==> src/rtl/writeback_arbiter_if.sv <==
// Writeback bus between the execution units and the arbiter.
// Carries per-unit requests/acks and the register-file write port.
interface writeback_arbiter_if #(
    parameter int NUM_UNITS = 4,
    parameter int XLEN      = 32
);
    localparam int PW = $clog2(NUM_UNITS);

    logic [NUM_UNITS-1:0]           unit_valid;
    logic [NUM_UNITS-1:0][4:0]      unit_rd_addr;
    logic [NUM_UNITS-1:0][XLEN-1:0] unit_data;
    logic [NUM_UNITS-1:0]           unit_ack;
    logic [4:0]                     rd_addr;
    logic [XLEN-1:0]                new_data;
    logic                           commit;
    logic [PW-1:0]                  rr_ptr_dbg;

    modport master (
        output unit_valid, unit_rd_addr, unit_data,
        input  unit_ack, rd_addr, new_data, commit, rr_ptr_dbg
    );

    modport slave (
        input  unit_valid, unit_rd_addr, unit_data,
        output unit_ack, rd_addr, new_data, commit, rr_ptr_dbg
    );
endinterface

==> src/rtl/writeback_arbiter.sv <==
// Round-robin writeback arbiter feeding the single register-file write port.
// Ports: clk, rst (async active-low), bus (slave: unit requests in, acks and rd_addr/new_data/commit out).
module writeback_arbiter #(
    parameter int NUM_UNITS = 4,
    parameter int XLEN      = 32
) (
    input  logic                clk,
    input  logic                rst,
    writeback_arbiter_if.slave  bus
);
    localparam int PW = $clog2(NUM_UNITS);
    localparam logic [PW:0]   N_L  = (PW+1)'(NUM_UNITS);
    localparam logic [PW-1:0] LAST = PW'(NUM_UNITS - 1);

    logic [PW-1:0]        r_ptr;
    logic [4:0]           r_rd_addr;
    logic [XLEN-1:0]      r_data;
    logic                 r_commit;

    logic                 w_any;
    logic                 w_xfer;
    logic [PW-1:0]        w_gidx;
    logic [NUM_UNITS-1:0] w_ack;
    logic [PW:0]          w_sum;
    logic [PW-1:0]        w_idx;

    // Scan from r_ptr with wraparound; ptr and offset are both below
    // NUM_UNITS so one conditional subtract is enough.
    always_comb begin
        w_any  = 1'b0;
        w_gidx = '0;
        w_sum  = '0;
        w_idx  = '0;
        for (int k = 0; k < NUM_UNITS; k++) begin
            w_sum = {1'b0, r_ptr} + (PW+1)'(k);
            if (w_sum >= N_L) begin
                w_idx = PW'(w_sum - N_L);
            end else begin
                w_idx = PW'(w_sum);
            end
            if (!w_any && bus.unit_valid[w_idx]) begin
                w_any  = 1'b1;
                w_gidx = w_idx;
            end
        end
    end

    // Acks are held off combinationally while reset is asserted.
    assign w_xfer = w_any && rst;

    always_comb begin
        w_ack = '0;
        if (w_xfer) begin
            w_ack[w_gidx] = 1'b1;
        end
    end

    always_ff @(posedge clk or negedge rst) begin
        if (!rst) begin
            r_ptr     <= '0;
            r_rd_addr <= '0;
            r_data    <= '0;
            r_commit  <= 1'b0;
        end else if (w_xfer) begin
            r_ptr     <= (w_gidx == LAST) ? '0 : w_gidx + 1'b1;
            r_rd_addr <= bus.unit_rd_addr[w_gidx];
            r_data    <= bus.unit_data[w_gidx];
            // x0 writes are consumed but never reach the register file.
            r_commit  <= (bus.unit_rd_addr[w_gidx] != 5'd0);
        end else begin
            r_commit  <= 1'b0;
        end
    end

    assign bus.unit_ack   = w_ack;
    assign bus.rd_addr    = r_rd_addr;
    assign bus.new_data   = r_data;
    assign bus.commit     = r_commit;
    assign bus.rr_ptr_dbg = r_ptr;
endmodule

==> src/flat_wrapper.sv <==
// flat-port wrapper written by rule: the top's interface ports become plain ports
module writeback_arbiter_flat 
#(
    parameter int NUM_UNITS = 4,
    parameter int XLEN      = 32
)
  (clk, rst, bus_unit_valid, bus_unit_rd_addr, bus_unit_data, bus_unit_ack, bus_rd_addr, bus_new_data, bus_commit, bus_rr_ptr_dbg);
  writeback_arbiter_if #(.NUM_UNITS(NUM_UNITS), .XLEN(XLEN)) bus_i ();
  input  logic clk;
  input  logic rst;
  input wire logic [$bits(bus_i.unit_valid)-1:0] bus_unit_valid;
  input wire logic [$bits(bus_i.unit_rd_addr)-1:0] bus_unit_rd_addr;
  input wire logic [$bits(bus_i.unit_data)-1:0] bus_unit_data;
  output wire logic [$bits(bus_i.unit_ack)-1:0] bus_unit_ack;
  output wire logic [$bits(bus_i.rd_addr)-1:0] bus_rd_addr;
  output wire logic [$bits(bus_i.new_data)-1:0] bus_new_data;
  output wire logic [$bits(bus_i.commit)-1:0] bus_commit;
  output wire logic [$bits(bus_i.rr_ptr_dbg)-1:0] bus_rr_ptr_dbg;
  assign bus_i.unit_valid = bus_unit_valid;
  assign bus_i.unit_rd_addr = bus_unit_rd_addr;
  assign bus_i.unit_data = bus_unit_data;
  assign bus_unit_ack = bus_i.unit_ack;
  assign bus_rd_addr = bus_i.rd_addr;
  assign bus_new_data = bus_i.new_data;
  assign bus_commit = bus_i.commit;
  assign bus_rr_ptr_dbg = bus_i.rr_ptr_dbg;
  writeback_arbiter #(.NUM_UNITS(NUM_UNITS), .XLEN(XLEN)) u_core (.clk(clk), .rst(rst), .bus(bus_i));
endmodule
==> config.mk <==
export PLATFORM = sky130hd
export DESIGN_NAME = writeback_arbiter_flat
export DESIGN_NICKNAME = d
export VERILOG_FILES = /design/src/rtl/writeback_arbiter_if.sv /design/src/rtl/writeback_arbiter.sv /design/src/flat_wrapper.sv
export SDC_FILE = /design/constraint.sdc
export NUM_CORES = 1
export LEC_CHECK = 0
export BUFFER_PORTS_ARGS = -buffer_cell sky130_fd_sc_hd__buf_2
export CORE_MARGIN = 2
export CORE_UTILIZATION = 42
export CTS_CLUSTER_DIAMETER = 120
export DETAILED_ROUTE_END_ITERATION = 12
export GPL_TIMING_DRIVEN = 0
export MAX_ROUTING_LAYER = met4
export PLACE_DENSITY = 0.91
export SYNTH_ARGS = -nofsm -noshare
export SYNTH_HDL_FRONTEND = slang
export SYNTH_SLANG_ARGS = --single-unit
==> constraint.sdc <==
create_clock -name clk -period 2.4 [get_ports clk]
set_input_delay 0.12 -clock clk [delete_from_list [all_inputs] [get_ports clk]]
set_output_delay 0.12 -clock clk [all_outputs]
set_load 0.005 [all_outputs]
==> results.md, run 1 <==
Status:
- The flow ran to the end, and the final reports show no timing, DRC or antenna violations.

Floorplan:
- The floorplan has 30 rows.
- The die is 86.4 microns wide.
- Once the floorplan was initialized, standard cells occupied 42.7% of the core.
- The core area is 6680 sq um.
- Measured along the y axis, the die boundary spans 86.4 microns.
- The area enclosed by the die boundary is 7460 sq um.
- For this design the top-level I/O count stands at 198.

STA:
- The post-route clock period utilization is 94.6%.
- The final number of max-transition violations is 0.
- Setup violations remaining at the end of the flow were counted as 0.
- The count of final hold-check violations is 0.
- Setup repair after global routing left no endpoint under its margin.
- For the pin with the worst max-slew slack, the measured transition is 1.01 ns.
- In the final timing run, aggregate negative setup slack is 0 ns.
- The shortest clock period the worst path allows after layout is 2.27 ns.
- The peak clock frequency supported by timing is 440 MHz.
- Clock skew on the completed layout was measured at 0.00818 ns.
- The tightest slew margin relative to the limit is 31.8%.

Global route:
- The number of antenna violations at the first check in global routing is 0.
- The all-layer global routing usage is 23.7%.
- The first global-routing pass estimated 13500 microns of wire.
- Entering global routing, the biggest net connects 41 pins.
- The sum of overflow across all layers after global routing is 0.
- The number of global-route vias before repair was 2981.

Clock network:
- The CTS tree is done.
- The clock passes through at most 2 buffers.
- The CTS buffer count is 5.
- The tree is rooted in a sky130_fd_sc_hd__clkbuf_8.
- The clock reaches the later pin of the worst-skew pair after 0.29 ns.
- Clock tree synthesis found a total of 40 sinks.
- The number of levels the H-tree was split into is 2.
- The clock slew at the register clock pins of the worst setup and hold paths is 0.08 ns.
- Buffers added to address setup during post-CTS repair amount to 0.

Place:
- In this run the tool buffered the top-level ports with 197 buffer cells.
- The post-detailed-placement cell area is 3940 sq um.
- The routability congestion estimate is 0.812.
- The placed wire-length estimate after detailed placement is 7000 microns.

Logic synthesis:
- The largest total area in the synthesized netlist belongs to sky130_fd_sc_hd__dfrtp_1.
- By area the synthesized netlist is led by sky130_fd_sc_hd__dfrtp_1 (35%), sky130_fd_sc_hd__mux2i_1 (25%), sky130_fd_sc_hd__mux2_2 (14%).
- The number of warnings printed during yosys synthesis is 0.
- In the synthesized netlist the dominant register cell turns out to be sky130_fd_sc_hd__dfrtp_1.
- Of the synthesized area, sequential elements account for 35.1%.
- Counting every net in the synthesized netlist gives 438.
- The number of distinct library cell variants in the gate-level netlist after synthesis is 29.
- The top cell type by area accounts for 35.1% of the synthesized area.
- Each instance of the synthesized netlist takes up on average 10.2 sq um.
- The synthesized netlist occupies a cell area of 2850 sq um.
- The number of cells produced by synthesis is 280.
- The number of synthesized flops with an enable pin is 0.
- The fraction of synthesis flops using an asynchronous set or reset pin is 100%.
- Synthesis inferred 40 register bits.

Route:
- Across all layers, the routed design uses 2949 vias.
- The total detailed-routing wirelength is 8730 microns.
- In this run the remaining antenna-violating nets after routing total 0.
- The detailed-router iteration count before antenna repair is 4.
- After detailed routing, the number of vias per cell comes to 5.20.
- After detailed routing, the average wire length per cell comes to 15.4 microns.
- The remaining design rule violation count is 0.
- The number of DRC markers after the initial detailed-route iteration is 53.

Critical path:
- The delay of the slowest cell on the worst path is 0.46 ns.
- The slowest stage of the critical path is the sky130_fd_sc_hd__dfrtp_1 cell.
- The worst setup path is launched from a flop.
- The dominant delay contributor by cell family on the critical path is buffers and inverters.
- The type of destination of the critical path is a primary output.
- The worst path required time is 2.28 ns.
- The worst register-to-register path begins at u_core.bus.rr_ptr_dbg[0].
- By instance count, the cell type seen most on the critical path is sky130_fd_sc_hd__buf_6.
- The setup check on the worst reg-to-reg path leaves a slack of 0.14 ns.
- Counting both buffers and inverters, the worst setup path holds a total of 4.
- The signal on the critical path passes through nand2_1 > a311o_2 > and2_1 > buf_6 > buf_6 > ha_1 > inv_1 > nor2_1 > buf_2.
- The largest fanout on the critical path is 11.
- For the worst flop-to-flop path, the logic depth is 7.
- The arrival time at the worst endpoint is 2.15 ns.
- The capturing point of the worst reg2reg path is u_core.bus.new_data[19].
- The setup path with the least slack is of type flop to primary output.

Final layout:
- The top cell types in the final layout, fill and taps aside, are sky130_fd_sc_hd__buf_2 (199), sky130_fd_sc_hd__mux2i_1 (70), sky130_fd_sc_hd__dfrtp_1 (40), sky130_fd_sc_hd__nand2_1 (39), sky130_fd_sc_hd__mux2_2 (35).
- Of the cells placed in the final design, the portion with a size suffix greater than 1 is 52.8%.
- The net count of the finished layout is 644.
- The most common cell after layout, fill and taps aside is sky130_fd_sc_hd__buf_2.
- After filler insertion, the fill cell instance count of the layout stands at 580.
- 0 antenna diodes ended up in the layout.
- From synthesis to final layout, the design area changed by 42.6%.
- The post-route standard cell area excluding fillers is 4070 sq um.

Hold path:
- The cell count of the worst hold path is 3.
- The critical hold path startpoint is bus_unit_rd_addr[7].
- The path category of the worst min-delay check is input port to flop.
- The hold-critical path endpoint is u_core.bus.rd_addr[2].

Power:
- VDD sags by at most 405 uV.
- Summed over all cells, the static leakage comes to 2.21 nW.
- For this design the ratio of total power to cell area is 845 nW/um^2.

Run:
- The number of maximum-capacitance constraint violations is 0.
area by class of cell:
cell class,count,area [sq um],area share [%]
clock inverter,2,15.0,0.369
clock buffer,6,82.6,2.03
timing repair buffer,199,1020,25.0
multi-input combinational,212,1680,41.4
buffer,20,139,3.42
sequential,40,1000,24.6
inverter,8,30.0,0.739
tap,80,100,2.46
stage by stage:
| step | instances | utilization, % | setup slack (ns) | hold WS [ns] | power [mW] |
|---|---|---|---|---|---|
| global placement | 557 | 58.9 | 0.270 | 0.292 | 2.90 |
| CTS | 567 | 60.8 | 0.134 | 0.192 | 3.47 |
| detailed placement | 557 | 58.9 | 0.185 | 0.304 | 2.99 |
| floorplan | 280 | - | 0.429 | -0.176 | 2.31 |
| finish | 567 | 60.8 | 0.129 | 0.202 | 3.44 |
| global route | 567 | 60.8 | 0.0186 | 0.246 | 3.68 |
synthesized netlist by cell type (2+ instances only):
cell type,count
sky130_fd_sc_hd__mux2i_1,70
sky130_fd_sc_hd__dfrtp_1,40
sky130_fd_sc_hd__nand2_1,39
sky130_fd_sc_hd__mux2_2,35
sky130_fd_sc_hd__o21ai_0,21
sky130_fd_sc_hd__o21ai_1,15
sky130_fd_sc_hd__clkbuf_1,10
sky130_fd_sc_hd__inv_1,7
sky130_fd_sc_hd__buf_6,6
sky130_fd_sc_hd__nor2_1,5
sky130_fd_sc_hd__a211oi_1,4
sky130_fd_sc_hd__and3_1,4
sky130_fd_sc_hd__ha_1,4
sky130_fd_sc_hd__a21o_1,2
sky130_fd_sc_hd__buf_2,2
sky130_fd_sc_hd__nand2b_1,2
sky130_fd_sc_hd__o31ai_1,2
sequential cells by signal, indices dropped and copies added, names as in the netlist:
signal	flops
u_core.bus.rd_addr	5
u_core.bus.rr_ptr_dbg	2
u_core.bus.new_data	32
u_core.bus.commit	1
worst min-delay path, cell delays in order:
cell and delay [ns]:
sky130_fd_sc_hd__buf_2 0.07, sky130_fd_sc_hd__a211oi_1 0.07, sky130_fd_sc_hd__o31ai_1 0.19
per-layer routing:
layer,wire [microns],up-vias,GRT usage [%]
met5,0,-,-
met2,4600,148,44.1
li1,-,1410,-
met1,3250,1367,24.0
met4,210,0,8.24
met3,664,24,5.81
how the worst max path moves through the flow:
stage	from	to	slack (ns)	cells after the start
floorplan	u_core.bus.rr_ptr_dbg[1]	u_core.bus.commit	0.43	8
global placement	u_core.bus.rr_ptr_dbg[1]	u_core.bus.commit	0.27	8
detailed placement	u_core.bus.rr_ptr_dbg[0]	u_core.bus.new_data[19]	0.19	7
CTS	u_core.bus.rr_ptr_dbg[1]	bus_unit_ack[2]	0.13	9
global route	u_core.bus.rr_ptr_dbg[1]	bus_unit_ack[2]	0.02	9
finish	u_core.bus.rr_ptr_dbg[1]	bus_unit_ack[2]	0.13	9
timing repair:
| item | 4_1_cts | 5_1_grt |
|---|---|---|
| setup endpoints to repair | 2 | 0 |
| hold buffers | 2 | 0 |
| resized for setup | 1 | 0 |
| endpoints found under the hold margin | 40 | 0 |
kinds of logic after synthesis:
logic type,synth area share (%)
AOI/OAI and AO/OA,10.9
DFF,35.1
adders and majority gates,1.76
buffers and inverters,5.88
muxes,38.8
and+or+nand+nor,7.55
report_power, final:
group	internal, mW	total [mW]	switching (mW)
combinational	1.01	1.93	0.918
clock	0.233	0.469	0.236
sequential	0.902	1.04	0.136
total	2.15	3.44	1.29
Power figures use the tool's default switching activity.
==> inputs of run 2 (changes only) <==
--- a/config.mk
+++ b/config.mk
@@ -6,13 +6,15 @@
 export NUM_CORES = 1
 export LEC_CHECK = 0
 export BUFFER_PORTS_ARGS = -buffer_cell sky130_fd_sc_hd__buf_2
+export CELL_PAD_IN_SITES_DETAIL_PLACEMENT = 1
+export CELL_PAD_IN_SITES_GLOBAL_PLACEMENT = 1
 export CORE_MARGIN = 2
-export CORE_UTILIZATION = 42
+export CORE_UTILIZATION = 29
 export CTS_CLUSTER_DIAMETER = 120
 export DETAILED_ROUTE_END_ITERATION = 12
 export GPL_TIMING_DRIVEN = 0
 export MAX_ROUTING_LAYER = met4
-export PLACE_DENSITY = 0.91
+export PLACE_DENSITY = 0.9
 export SYNTH_ARGS = -nofsm -noshare
 export SYNTH_HDL_FRONTEND = slang
 export SYNTH_SLANG_ARGS = --single-unit
==> results.md, run 2 (same netlist as run 1, synthesis figures left out) <==
Status:
- The run finished, with violations left.
- The final reports fail on negative hold slack.

Final layout:
- The filler cell count is 1225 (+110%).
- The utilization after layout is 42.5% (-18 points).
- The register area is 1000 sq um (+0.12%).
- In the layout the commonest cells are sky130_fd_sc_hd__buf_2 (199), sky130_fd_sc_hd__mux2i_1 (70), sky130_fd_sc_hd__nand2_1 (39), sky130_fd_sc_hd__dfrtp_1 (39), sky130_fd_sc_hd__mux2_2 (35).
- The share of post-route cells with drive strength above 1 is 52.6% (-0.19 points).
- The area of combinational cells with multiple inputs is 1680 sq um (unchanged).
- The post-layout instance count excluding filler cells was 618 (+9.0%).
- The flip-flop count of the largest register after layout was 32 (unchanged).
- The most common cell after layout, fill and taps aside is sky130_fd_sc_hd__buf_2.
- The number of diodes came to 0 (unchanged).
- The net count reported at finish was 642 (-0.31%).
- Relative to the synthesized area, the layout overhead comes to 43.7%.

Route:
- The average vias per placed instance is 4.73 (-9.1%).
- The number of DRC markers after the initial detailed-route iteration came to 36 (-32%).
- The routed length per instance is 16.4 microns (+6.8%).
- The remaining design rule violation count came to 0 (unchanged).
- The detailed-router iteration count before antenna repair was 4 (unchanged).
- The vias after detailed routing is 2923 (-0.88%).
- The total detailed-routing wirelength is 10200 microns (+16%).
- The count of nets left with antenna violations after detail routing is 0 (unchanged).

Global route:
- The number of global-route vias before repair is 3053 (+2.4%).
- The sum of overflow across all layers after global routing is 0 (unchanged).
- The all-layer global routing usage is 19.4% (-4.3 points).
- The largest net degree at the start of global routing was 42 (+2.4%).
- The wire length of the first global-routing pass came to 15300 microns (+13%).
- The number of antenna violations at the first check in global routing is 0 (unchanged).

Floorplan:
- The effective utilization at floorplan is 29.6% (-13 points).
- The die boundary height came to 103 microns (+19%).
- The count of boundary I/O pins is 198 (unchanged).
- The area enclosed by the die boundary is 10600 sq um (+43%).
- The width of the die is 103 microns (+19%).
- The core area is 9640 sq um (+44%).
- The site row count came to 36 (+20%).

Critical path:
- The worst reg-to-reg path cell count is 7 (unchanged).
- The beginning of the worst register-to-register path is u_core.bus.rr_ptr_dbg[0].
- The worst path required time is 2.28 ns (about the same).
- The capturing point of the worst reg2reg path is u_core.bus.new_data[23].
- The largest fanout on the critical path was 9 (-2).
- The largest individual stage delay along the critical path comes from the cell sky130_fd_sc_hd__a311o_2.
- The arrival time at the worst endpoint was 2.16 ns (about the same).
- The worst reg-to-reg setup slack is 0.22 ns (+0.08 ns).
- The kind of critical path is flop to primary output.
- Broken down by cell family, the worst path's largest delay share belongs to buffers and inverters.
- The type of destination of the critical path is a primary output.
- The worst setup path is launched from a flop.
- The delay of the slowest cell on the worst path is 0.43 ns (-0.03 ns).
- Traced cell by cell, the critical path runs through nand2_1 > a311o_2 > and2_1 > buf_6 > inv_2 > ha_1 > inv_1 > nor2_1 > buf_2.
- The sum of buffers and inverters on the critical path is 4 (unchanged).

Clock network:
- The number of levels the H-tree was split into came to 2 (unchanged).
- The CTS buffer count was 5 (unchanged).
- The TritonCTS sink count is 40 (unchanged).
- The clock latency on the worst-skew pair is 0.29 ns (about the same).
- CTS placed an instance of sky130_fd_sc_hd__clkbuf_8 at the clock tree root.
- The deepest clock path buffer count is 2 (unchanged).
- The post-CTS setup repair buffer count was 0 (unchanged).
- The clock slew at the register clock pins of the worst setup and hold paths is 0.08 ns (about the same).
- The CTS tree is done.

Power:
- The net switching power of the design is 1.31 mW (+1.6%).
- The combinational group share of total power came to 56.8% (+0.6 points).
- The worst vdd rail ir drop is 286 uV (-29%).
- The share of power burned in registers is 29.7% (-0.5 points).
- The leakage power is 2.20 nW (-0.57%).
- The internal power component came to 2.15 mW (about the same).
- The power per standard cell area is 844 nW/um^2 (-0.11%).
- The power share of the clock group is 13.5% (about the same).
- The switching part of the total is 37.9% (+0.35 points).

STA:
- The worst setup skew after layout was 0.00624 ns (-0.00194 ns).
- The final-report setup violation count came to 0 (unchanged).
- The peak clock frequency supported by timing is 439 MHz (-0.26%).
- Setup repair after global routing left no endpoint under its margin.
- The tightest slew margin relative to the limit came to 31.9% (+0.15 points).
- The post-route clock period utilization came to 94.9% (+0.24 points).
- The shortest clock period the worst path allows after layout is 2.28 ns (+0.00584 ns).
- The final number of max-transition violations was 0 (unchanged).
- The total negative slack is 0 ns (unchanged).
- The count of final hold-check violations was 40 (+40).
- The hold slack is -0.0241 ns (-0.226 ns).
- The final critical-path setup slack is 0.124 ns (-0.00584 ns).
- The worst-margin pin slew is 1.01 ns (-0.00216 ns).

Run:
- The number of maximum-capacitance constraint violations is 0 (unchanged).

Hold path:
- In this run the worst hold path is classified as input port to asynchronous set/reset pin.

Place:
- The placed wire-length estimate after detailed placement is 8380 microns (+20%).
- The post-place setup slack is 0.147 ns (-0.0385 ns).
- The number of placed instances with taps included is 610 (+9.5%).
- The routability congestion estimate was 0.841 (+3.6%).
- The total of buffers placed on input and output ports came to 197 (unchanged).
[run 2: cell count changes in the layout (fill, tap and decap cells not counted)]
cell	before	now
sky130_fd_sc_hd__clkinvlp_4	2	0
sky130_fd_sc_hd__buf_12	1	0
sky130_fd_sc_hd__dfrtp_1	40	39
sky130_fd_sc_hd__clkbuf_1	9	11
sky130_fd_sc_hd__dfrtp_2	0	1
sky130_fd_sc_hd__dlygate4sd3_1	1	0
[run 2: repair_timing]
action / in CTS / in global routing
endpoints found under the hold margin: 0 / 0
hold buffers: 0 / 0
endpoints found under the setup margin: 2 / 2
gates cloned: 0 / 0
gates resized for setup: 1 / 1
[run 2: metrics by stage]
step	instance area, sq um	total power [mW]
after floorplan	2850	2.31
after global placement	4000	2.95
after detailed placement	4000	3.04
after CTS	4090	3.53
after global routing	4100	3.73
final	4100	3.46
[run 2: worst max path at each step]
stage / from / end / cells past startpoint
after floorplan: u_core.bus.rr_ptr_dbg[1] / u_core.bus.commit / 8
after detailed placement: u_core.bus.rr_ptr_dbg[0] / u_core.bus.rr_ptr_dbg[1] / 6
after global placement: u_core.bus.rr_ptr_dbg[0] / u_core.bus.rr_ptr_dbg[1] / 6
after CTS: u_core.bus.rr_ptr_dbg[1] / bus_unit_ack[3] / 9
after global routing: u_core.bus.rr_ptr_dbg[0] / bus_unit_ack[3] / 8
final: u_core.bus.rr_ptr_dbg[1] / bus_unit_ack[0] / 9
[run 2: area by class of cell]
type | instances | area share [%]
clock buffer | 8 | 2.20
timing repair buffer | 197 | 24.1
tap | 133 | 4.06
buffer | 20 | 3.39
multi-input combinational | 212 | 41.1
sequential | 40 | 24.5
inverter | 8 | 0.733
[run 2: power by group through the flow]
stage	combinational, mW	clock (mW)	sequential [mW]
floorplan	1.25	0	1.06
global placement	1.92	0	1.03
detailed placement	2.00	0	1.04
CTS	2.00	0.492	1.03
global route	2.15	0.522	1.06
finish	1.96	0.467	1.03
[run 2: per-layer routing]
metal	wire, microns	up-vias	global-route usage (%)	share of wire, %
met5	0	-	-	0
met3	634	13	3.80	6.2
met1	3790	1390	19.9	37
met4	144	0	4.66	1.4
met2	5580	118	37.5	55
li1	-	1402	-	-
==> inputs of run 3 (changes only) <==
--- a/config.mk
+++ b/config.mk
@@ -9,12 +9,12 @@
 export CELL_PAD_IN_SITES_DETAIL_PLACEMENT = 1
 export CELL_PAD_IN_SITES_GLOBAL_PLACEMENT = 1
 export CORE_MARGIN = 2
-export CORE_UTILIZATION = 29
+export CORE_UTILIZATION = 32
 export CTS_CLUSTER_DIAMETER = 120
 export DETAILED_ROUTE_END_ITERATION = 12
 export GPL_TIMING_DRIVEN = 0
 export MAX_ROUTING_LAYER = met4
-export PLACE_DENSITY = 0.9
+export PLACE_DENSITY = 0.92
 export SYNTH_ARGS = -nofsm -noshare
 export SYNTH_HDL_FRONTEND = slang
 export SYNTH_SLANG_ARGS = --single-unit
==> constraint.sdc (replaced) <==
create_clock -name clk -period 2.8 [get_ports clk]
set_input_delay 0.14 -clock clk [delete_from_list [all_inputs] [get_ports clk]]
set_output_delay 0.14 -clock clk [all_outputs]
set_load 0.005 [all_outputs]
==> results.md, run 3 (same netlist as run 1, synthesis figures left out) <==
STA:
- The final-report setup violation count is 0 (unchanged).
- The peak clock frequency supported by timing is 404 MHz.
- The hold slack is -0.00212 ns (+0.0220 ns).
- The post-route clock period utilization is 88.4%.
- The worst-margin pin slew is 1.04 ns (+0.0309 ns).
- The tightest slew margin relative to the limit is 29.8% (-2.1 points).
- Setup repair after global routing left no endpoint under its margin.
- The total negative slack is 0 ns (unchanged).
- The count of final hold-check violations came to 2 (-95%).
- The worst setup skew after layout was 0.00982 ns (+0.00358 ns).
- The final number of max-transition violations is 0 (unchanged).
- The shortest clock period the worst path allows after layout is 2.47 ns.

Clock network:
- The deepest clock path buffer count is 2 (unchanged).
- The number of gates given a new drive strength after cts is 0 (-1).
- The number of levels the H-tree was split into was 2 (unchanged).
- The CTS tree is done.
- The number of hold buffers added after CTS was 0 (unchanged).
- The post-CTS setup repair buffer count is 0 (unchanged).
- The CTS buffer count was 5 (unchanged).
- The TritonCTS sink count is 40 (unchanged).
- The clock latency on the worst-skew pair was 0.29 ns (about the same).
- The clock slew at the register clock pins of the worst setup and hold paths is 0.09 ns (about the same).
- The cell sitting at the root of the clock tree is a sky130_fd_sc_hd__clkbuf_8.

Floorplan:
- The die boundary height is 98.4 microns (-4.6%).
- The core area was 8680 sq um (-10%).
- The count of boundary I/O pins came to 198 (unchanged).
- The width of the die is 98.4 microns (-4.6%).
- The site row count is 34 (-5.6%).
- The effective utilization at floorplan is 32.8% (+3.3 points).
- The area enclosed by the die boundary is 9680 sq um (-9.0%).

Critical path:
- The worst reg-to-reg setup slack is 0.51 ns (+0.29 ns).
- The worst path required time was 2.66 ns (+0.38 ns).
- The first element of the critical path is u_core.bus.rr_ptr_dbg[0].
- The worst reg-to-reg path cell count is 7 (unchanged).
- Following the worst setup path forward leads to its endpoint at bus_unit_ack[3].
- The largest fanout on the critical path was 11 (+2).
- The startpoint identified for the worst register-to-register timing path is u_core.bus.rr_ptr_dbg[0].
- The worst setup path is captured at a primary output.
- In this run the critical register-to-register path is captured at u_core.bus.new_data[27].
- By startpoint and endpoint, the worst setup path is classified as flop to primary output.
- The arrival time at the worst endpoint was 2.33 ns (+0.17 ns).
- The startpoint type of the worst setup path is a flop.

Global route:
- The sum of overflow across all layers after global routing is 0 (unchanged).
- The all-layer global routing usage was 22.1% (+2.7 points).
- The number of antenna violations at the first check in global routing is 0 (unchanged).
- The largest net degree at the start of global routing is 42 (unchanged).
- The wire length of the first global-routing pass came to 16600 microns (+8.3%).
- The number of global-route vias before repair was 3378 (+11%).

Place:
- The number of placed instances with taps included is 585 (-4.1%).
- The total of buffers placed on input and output ports is 197 (unchanged).
- The routability congestion estimate is 0.797 (-5.2%).
- The placed wire-length estimate after detailed placement is 8280 microns (-1.1%).

Final layout:
- Leaving out fill and tap cells, the most frequent cells in the layout are sky130_fd_sc_hd__buf_2 (199), sky130_fd_sc_hd__mux2i_1 (70), sky130_fd_sc_hd__dfrtp_1 (40), sky130_fd_sc_hd__nand2_1 (39), sky130_fd_sc_hd__mux2_2 (35).
- The share of post-route cells with drive strength above 1 is 52.6% (unchanged).
- The utilization after layout is 46.8% (+4.3 points).
- The number of diodes was 0 (unchanged).
- The net count reported at finish is 642 (unchanged).
- The filler cell count is 1072 (-12%).
- The flip-flop count of the largest register after layout is 32 (unchanged).
- The post-layout instance count excluding filler cells came to 593 (-4.0%).
- The area growth from synthesis to layout is 42.6%.
- The library cell used most frequently in the layout, excluding fill and tap cells, is sky130_fd_sc_hd__buf_2.

Hold path:
- The path category of the worst min-delay check is input port to asynchronous set/reset pin.

Status:
- The run finished, with violations left.
- The checks that failed: negative hold slack.

Route:
- The average vias per placed instance was 5.01 (+6.0%).
- The count of nets left with antenna violations after detail routing is 0 (unchanged).
- The number of DRC markers after the initial detailed-route iteration is 35 (-2.8%).
- The vias after detailed routing is 2973 (+1.7%).
- The total detailed-routing wirelength was 10300 microns (+1.1%).
- The remaining design rule violation count is 0 (unchanged).
- The routed length per instance is 17.3 microns (+5.4%).
- The detailed-router iteration count before antenna repair is 4 (unchanged).

Run:
- The number of maximum-capacitance constraint violations is 0 (unchanged).

Power:
- The leakage power is 2.20 nW (+0.16%).
- The worst vdd rail ir drop is 284 uV (-0.81%).
- The power per standard cell area is 735 nW/um^2 (-13%).
[run 3: cell count changes in the layout (fill, tap and decap cells not counted)]
| cell | change |
|---|---|
| sky130_fd_sc_hd__dfrtp_2 | -1 |
| sky130_fd_sc_hd__clkinv_2 | +2 |
| sky130_fd_sc_hd__clkbuf_1 | -1 |
| sky130_fd_sc_hd__clkbuf_2 | -1 |
| sky130_fd_sc_hd__dfrtp_1 | +1 |
[run 3: worst min path at each step]
stage	start	to	slack (ns)
2_1_floorplan	rst	u_core.bus.commit	-0.16
3_3_place_gp	rst	u_core.bus.new_data[13]	0.34
3_5_place_dp	rst	u_core.bus.new_data[16]	0.35
4_1_cts	rst	u_core.bus.new_data[16]	0.03
5_1_grt	rst	u_core.bus.new_data[13]	0.06
6_report	rst	u_core.bus.new_data[13]	-0.002
[run 3: layout make-up]
| class | instances | area, sq um | share of cell area (%) |
|---|---|---|---|
| tap | 108 | 135 | 3.33 |
| clock buffer | 6 | 82.6 | 2.03 |
| buffer | 20 | 138 | 3.39 |
| inverter | 8 | 30.0 | 0.739 |
| multi-input combinational | 212 | 1680 | 41.4 |
| sequential | 40 | 1000 | 24.6 |
| clock inverter | 2 | 10.0 | 0.246 |
| timing repair buffer | 197 | 986 | 24.3 |
[run 3: report_power, final]
group / internal, mW / switching [mW]
combinational: 0.865 / 0.823
sequential: 0.773 / 0.114
clock: 0.197 / 0.214
[run 3: per-layer routing]
metal	global-route usage [%]	vias to the layer above	wire (microns)
met5	-	-	0
met4	6.01	0	142
met3	3.72	16	541
met2	41.7	126	5630
met1	23.6	1424	3960
li1	-	1407	-
[run 3: worst max-delay path: stages, from the launching register on]
cell and delay (ns):
sky130_fd_sc_hd__dfrtp_1 0.41, sky130_fd_sc_hd__nor2b_1 0.08, sky130_fd_sc_hd__a21o_1 0.16, sky130_fd_sc_hd__a211oi_2 0.34, sky130_fd_sc_hd__clkbuf_1 0.51, sky130_fd_sc_hd__ha_1 0.26, sky130_fd_sc_hd__inv_1 0.05, sky130_fd_sc_hd__nor2_1 0.09
sky130_fd_sc_hd__buf_2 0.13
[run 3: per-stage QoR]
stage	total power [mW]	instance area, sq um	hold slack (ns)	setup WS (ns)
6_report	2.99	4060	-0.00212	0.326
5_1_grt	3.22	4060	0.0579	0.114
4_1_cts	3.03	4060	0.0300	0.277
3_5_place_dp	2.62	3970	0.350	0.476
3_3_place_gp	2.54	3970	0.336	0.618
2_1_floorplan	1.98	2850	-0.156	0.829
